--- src/rtl/spi_pwm_channel_bank_if.sv ---
// spi_pwm_channel_bank_if: received-byte stream and chip select feeding the PWM channel bank.
interface spi_pwm_channel_bank_if;
   logic [7:0] rx_byte;
   logic       rx_rdy;
   logic       cs_n;
   modport master (output rx_byte, rx_rdy, cs_n);
   modport slave  (input  rx_byte, rx_rdy, cs_n);
endinterface

--- src/rtl/spi_pwm_channel_bank.sv ---
// spi_pwm_channel_bank: loads NUM_CH PWM duties from 0xA5-headed SPI frames, applied only at counter wrap.
// Define SPI_PWM_CHECKSUM_EN to require a trailing modulo-256 checksum byte per frame.
module spi_pwm_channel_bank #(
   parameter int NUM_CH = 4,
   parameter int DUTY_W = 8
) (
   input  logic                  clk,
   input  logic                  reset,
   spi_pwm_channel_bank_if.slave spi,
   output logic [NUM_CH-1:0]     pwm_out,
   output logic                  frame_ok,
   output logic                  frame_err,
   output logic                  busy
);
   localparam int BPC = (DUTY_W + 7) / 8;
   localparam int NB  = NUM_CH * BPC;
   localparam int BCW = NB > 1 ? $clog2(NB) : 1;
   localparam logic [BCW-1:0] LAST = BCW'(NB - 1);
`ifdef SPI_PWM_CHECKSUM_EN
   typedef enum logic [1:0] {IDLE, DATA, CSUM, DONE} state_t;
`else
   typedef enum logic [1:0] {IDLE, DATA, DONE} state_t;
`endif
   state_t            st;
   logic [BCW-1:0]    bc;
   logic [7:0]        stg  [NB];
   logic [DUTY_W-1:0] pend [NUM_CH];
   logic [DUTY_W-1:0] act  [NUM_CH];
   logic [DUTY_W-1:0] sdut [NUM_CH];
   logic [DUTY_W-1:0] cnt;
   logic              pend_v;
   logic              wrap;
   logic              csum_bad;
   logic              drop;
`ifdef SPI_PWM_CHECKSUM_EN
   logic [7:0]        sum;
   assign csum_bad = st == CSUM && spi.rx_rdy && spi.rx_byte != sum;
`else
   assign csum_bad = 1'b0;
`endif
   assign wrap = &cnt;
   assign busy = st != IDLE;
   // cs_n high mid-frame wins over a same-cycle byte
   assign drop = (st != IDLE && st != DONE && spi.cs_n) || csum_bad;
   for (genvar c = 0; c < NUM_CH; c++) begin : g_ch
      logic [8*BPC-1:0] w;
      for (genvar b = 0; b < BPC; b++) begin : g_b
         assign w[8*(BPC-1-b) +: 8] = stg[c*BPC+b];
      end
      assign sdut[c] = w[DUTY_W-1:0];
   end
   always_ff @(posedge clk) begin
      if (reset) begin
         st        <= IDLE;
         bc        <= '0;
         pend_v    <= 1'b0;
         frame_ok  <= 1'b0;
         frame_err <= 1'b0;
         for (int i = 0; i < NB; i++) stg[i] <= '0;
         for (int i = 0; i < NUM_CH; i++) pend[i] <= '0;
`ifdef SPI_PWM_CHECKSUM_EN
         sum       <= '0;
`endif
      end else begin
         frame_ok  <= 1'b0;
         frame_err <= drop;
         if (wrap) pend_v <= 1'b0;
         if (drop) begin
            st <= IDLE;
            for (int i = 0; i < NB; i++) stg[i] <= '0;
         end else begin
            case (st)
               IDLE: if (spi.rx_rdy && spi.rx_byte == 8'hA5) begin
                  st <= DATA;
                  bc <= '0;
`ifdef SPI_PWM_CHECKSUM_EN
                  sum <= '0;
`endif
               end
               DATA: if (spi.rx_rdy) begin
                  stg[bc] <= spi.rx_byte;
                  bc      <= bc + 1'b1;
`ifdef SPI_PWM_CHECKSUM_EN
                  sum     <= sum + spi.rx_byte;
                  if (bc == LAST) st <= CSUM;
`else
                  if (bc == LAST) st <= DONE;
`endif
               end
`ifdef SPI_PWM_CHECKSUM_EN
               CSUM: if (spi.rx_rdy) st <= DONE;
`endif
               DONE: begin
                  // a DONE on the wrap cycle re-arms pend_v, deferring to the next wrap
                  for (int i = 0; i < NUM_CH; i++) pend[i] <= sdut[i];
                  pend_v   <= 1'b1;
                  frame_ok <= 1'b1;
                  st       <= IDLE;
               end
               default: st <= IDLE;
            endcase
         end
      end
   end
   always_ff @(posedge clk) begin
      if (reset) begin
         cnt     <= '0;
         pwm_out <= '0;
         for (int i = 0; i < NUM_CH; i++) act[i] <= '0;
      end else begin
         cnt <= cnt + 1'b1;
         for (int i = 0; i < NUM_CH; i++) begin
            pwm_out[i] <= cnt < act[i];
            if (wrap && pend_v) act[i] <= pend[i];
         end
      end
   end
endmodule

--- src/flat_wrapper.sv ---
// flat-port wrapper written by rule: the top's interface ports become plain ports
module spi_pwm_channel_bank_flat 
#(
   parameter int NUM_CH = 4,
   parameter int DUTY_W = 8
)
  (clk, reset, pwm_out, frame_ok, frame_err, busy, spi_rx_byte, spi_rx_rdy, spi_cs_n);
  spi_pwm_channel_bank_if spi_i ();
  input  logic clk;
  input  logic reset;
  output logic [NUM_CH-1:0] pwm_out;
  output logic frame_ok;
  output logic frame_err;
  output logic busy;
  input wire logic [$bits(spi_i.rx_byte)-1:0] spi_rx_byte;
  input wire logic [$bits(spi_i.rx_rdy)-1:0] spi_rx_rdy;
  input wire logic [$bits(spi_i.cs_n)-1:0] spi_cs_n;
  assign spi_i.rx_byte = spi_rx_byte;
  assign spi_i.rx_rdy = spi_rx_rdy;
  assign spi_i.cs_n = spi_cs_n;
  spi_pwm_channel_bank #(.NUM_CH(NUM_CH), .DUTY_W(DUTY_W)) u_core (.clk(clk), .reset(reset), .spi(spi_i), .pwm_out(pwm_out), .frame_ok(frame_ok), .frame_err(frame_err), .busy(busy));
endmodule
--- config.mk ---
export PLATFORM = sky130hd
export DESIGN_NAME = spi_pwm_channel_bank_flat
export DESIGN_NICKNAME = d
export VERILOG_FILES = /design/src/rtl/spi_pwm_channel_bank_if.sv /design/src/rtl/spi_pwm_channel_bank.sv /design/src/flat_wrapper.sv
export SDC_FILE = /design/constraint.sdc
export NUM_CORES = 1
export LEC_CHECK = 0
export ABC_AREA = 1
export CORE_MARGIN = 2
export CORE_UTILIZATION = 55
export DETAILED_ROUTE_END_ITERATION = 12
export GPL_ROUTABILITY_DRIVEN = 0
export PLACE_DENSITY = 0.76
export SLEW_MARGIN = 10
export SYNTH_ARGS = -nofsm -noshare
export SYNTH_HDL_FRONTEND = slang
export SYNTH_SLANG_ARGS = --single-unit
--- constraint.sdc ---
create_clock -name clk -period 2.3 [get_ports clk]
set_clock_uncertainty 0.1 [all_clocks]
set_input_delay 0.23 -clock clk [delete_from_list [all_inputs] [get_ports clk]]
set_output_delay 0.23 -clock clk [all_outputs]
set_load 0.02 [all_outputs]
==> impl_metrics.csv <==
group,metric,value,unit
run_status,result_of_the_run,"finished clean",
final_layout,layout-drive-gt1-share,15.03,%
flow_run,maxCapViolCount,0,
routing,detailedRoute.firstPassIterationCount,4,
floorplanning,floorplan.core_area,0.009196,mm^2
place,dp_hpwl,5.659,mm
critical_path,crit_arrival,2.18,ns
power_and_ir_drop,max-vdd-ir-drop,0.4725,mV
synth,syn-num-nets,533,
global_route,first_global_vias,3218,
critical_path,critPathSlowestCell,"dfxtp_1",
final_layout,post-route-util,67.28,%
routing,vias_per_cell,4.786,
global_route,antenna_found_initial,0,
sta,finalSetupViolCount,0,
synth,synth.top_cells.by_area,"edfxtp_1, inv_1, ha_1",
routing,first_iter_violations,137,
critical_path,worst-endpoint-required,2.41,ns
power_and_ir_drop,static-leakage-power,2.704,nW
sta,period_share,89.66,%
power_and_ir_drop,p_per_area,871.3,mW/mm^2
routing,ant_nets,0,
critical_path,cp_class,"reg2reg",
power_and_ir_drop,fin_total_pwr,0.005391,W
synth,cell_area_after_technology_mapping,0.005191,mm^2
sta,rsz_0062_raised_after_global_routing,"no",
cts,clock_tree_from_tritoncts,"done",
cts,post_cts_buffers,0,
floorplanning,die_area,0.01023,mm^2
synth,synth-main-ff-cell,"edfxtp_1",
routing,detailroute.wirelength.met3,319,um
synth,yosysTopAreaCellShare,55.53,%
critical_path,cp_max_fo,24,
routing,top_metal_layer_carrying_routed_signals,"met4",
sta,finalSetupTns,0,ns
synth,synth_enable_flop_cells,96,
routing,routed_wire_length_per_instance,12.94,um
synth,ys_types,23,
routing,wirelength_met1,3.409,mm
critical_path,largest_stage_delay_on_the_critical_path,0.37,ns
cts,root_buffer,"clkbuf_8",
synth,synthArstFlopShare,0,%
sta,max_transition_viols_final,0,
floorplanning,initial_core_util,56.45,%
routing,drc,0,
sta,finalCriticalPeriod,2.062,ns
sta,worstMarginPinSlew,0.4954,ns
synth,syn_area_per_cell,10.64,um^2
final_layout,final_cells,650,
global_route,globalRouteTotalUtil,18.73,%
final_layout,layout.nets,571,
cts,numClockSinks,115,
synth,synth_top_area_cell,"edfxtp_1",
critical_path,worstSetupStartpointType,"flip-flop",
worst_hold_path,min-delay-path-class,"in2reg",
global_route,grt_start_max_net_pins,34,
synth,number_of_synthesized_register_bits,115,
critical_path,critical_path.cell_chain,"ha_1 > nand3_2 > nor2_2 > nand2_1 > nor2_4 > nand3_1 > nand2_2 > buf_12",
cts,cts_hold_repair.buffers,0,
sta,slew_headroom,66.93,%
critical_path,reg2reg_from,"u_core.cnt[0]$_SDFF_PP0_",
global_route,grt_pass1_wl,14.09,mm
critical_path,timing.reg2reg.worst_path_depth,8,
floorplanning,die_y,101.2,um
floorplanning,die_w,101.2,um
synth,seq_area_frac_synth,62.86,%
global_route,total_overflow_reported_by_the_global_router,0,
sta,finalHoldViolCount,0,
routing,detail_route.wirelength,8.412,mm
sta,peak_freq,484.9,MHz
floorplanning,ioPinCount,19,
synth,syn-instance-count,488,
routing,met2WireLength,4.492,mm
critical_path,setup.worst_path.end_class,"flip-flop",
place,portBuffers,18,
worst_hold_path,whs_path_depth,3,
cts,cts_max_path_buffers,2,
cts,cts_made_buffers,17,
worst_hold_path,timing.hold.worst.start,"spi_cs_n",
synth,synth_warnings,0,
cts,clk_latency,0.51,ns
cts,clk_pin_slew_worst_paths,0.06,ns
place,total_instance_count_after_detailed_placement,618,
final_layout,insertedDiodeCount,0,
floorplanning,rows,35,
critical_path,timing.critical_path.from,"u_core.cnt[0]$_SDFF_PP0_",
final_layout,nFillCells,649,
cts,clock_tree.htree_level_count,4,
final_layout,syn_to_final_growth,19.19,%
cts,cts_repair_resize_count,0,
routing,route.vias.total,3111,
logic make-up after synthesis:
group	share of synthesized area, %
compound gates	3.905
flops	62.86
fa+ha+maj	7.954
buf+inv	9.520
simple gates	15.59
xor+xnor	0.1687
critical path, delay by kind of cell (launching register included):
kind,cells,cell delay [ns]
adders and majority gates,1,0.22
buffers and inverters,1,0.21
DFF,1,0.37
and+or+nand+nor,6,0.85
state kept, by name (all words and copies together) (netlist names):
name / flops
u_core.act: 32
u_core.pend: 32
u_core.stg: 32
u_core.cnt: 8
u_core.pwm_out: 4
u_core.bc: 2
u_core.st: 2
u_core.frame_err: 1
u_core.frame_ok: 1
u_core.pend_v: 1
metal layers:
layer	track usage (%)	up-vias
met5	0	-
met2	32.96	74
li1	-	1618
met3	6.763	19
met4	10.29	0
met1	19.38	1400
layout by cell type, fill, tap and decap left out:
| cell | instances |
|---|---|
| nand4_4 | 1 |
| inv_2 | 1 |
| nor2_2 | 31 |
| clkdlybuf4s50_1 | 18 |
| nand3_2 | 1 |
| nand2_1 | 40 |
| a21oi_1 | 27 |
| dfxtp_1 | 19 |
| o21a_1 | 1 |
| o21ai_0 | 6 |
| clkinvlp_4 | 2 |
| bufinv_16 | 5 |
| nand3_1 | 7 |
| clkinv_2 | 1 |
| ha_1 | 33 |
| or2_1 | 1 |
| inv_6 | 4 |
| nor2_1 | 87 |
| clkbuf_16 | 16 |
| buf_4 | 7 |
| nand2_2 | 5 |
| buf_12 | 2 |
| nor3_1 | 2 |
| inv_1 | 115 |
| clkinv_4 | 2 |
| edfxtp_1 | 96 |
| clkinv_1 | 1 |
| xnor2_1 | 1 |
| clkbuf_8 | 1 |
| nor3_4 | 1 |
| o211ai_1 | 4 |
| nor2_4 | 1 |
synth_stat cells, types with 2 or more instances:
cell type and instances:
nand2_1 41, buf_2 5, nor2_2 31, edfxtp_1 96, nor2_1 87, inv_1 115
o21ai_0 6, buf_6 3, ha_1 33, o211ai_1 4, a21oi_1 27, nand2_2 4
nor3_1 2, dfxtp_1 19, nand3_1 7
metrics by stage:
stage / area (um^2) / hold WS [ns] / setup slack, ns
floorplan: 5194 / 0.2930 / 0.2823
global placement: 5547 / 0.3408 / 0.3188
detailed placement: 5547 / 0.3493 / 0.2371
CTS: 6187 / 0.1990 / 0.2195
global route: 6187 / 0.2180 / 0.08140
finish: 6187 / 0.2210 / 0.2379
power by group:
part	leakage, nW	switching [W]	total, W	internal, W
clock network	0.307	0.000952	0.00283	0.00188
registers	1.12	0.0000261	0.00235	0.00233
logic	1.28	0.000129	0.000209	0.0000793
total	2.70	0.00111	0.00539	0.00428
worst paths after layout:
| kind | endpoint | slack [ns] |
|---|---|---|
| worst min-delay path | u_core.frame_err$_SDFF_PP0_ | 0.22 |
| worst min register to register | u_core.cnt[0]$_SDFF_PP0_ | 0.36 |
| worst max register to register | u_core.act[0][5]$_SDFFCE_PN0P_ | 0.24 |
| worst max-delay path | u_core.act[0][5]$_SDFFCE_PN0P_ | 0.24 |
area by class of cell:
cell class	instances	area, um^2	area share (%)
sequential	115	3263	52.74
multi-input combinational	249	1436	23.22
inverter	116	435.4	7.037
clock buffer	17	414.1	6.694
timing repair buffer	27	272.8	4.409
clock inverter	15	226.5	3.660
tap	111	138.9	2.245
(Power assumes the default switching activity.)
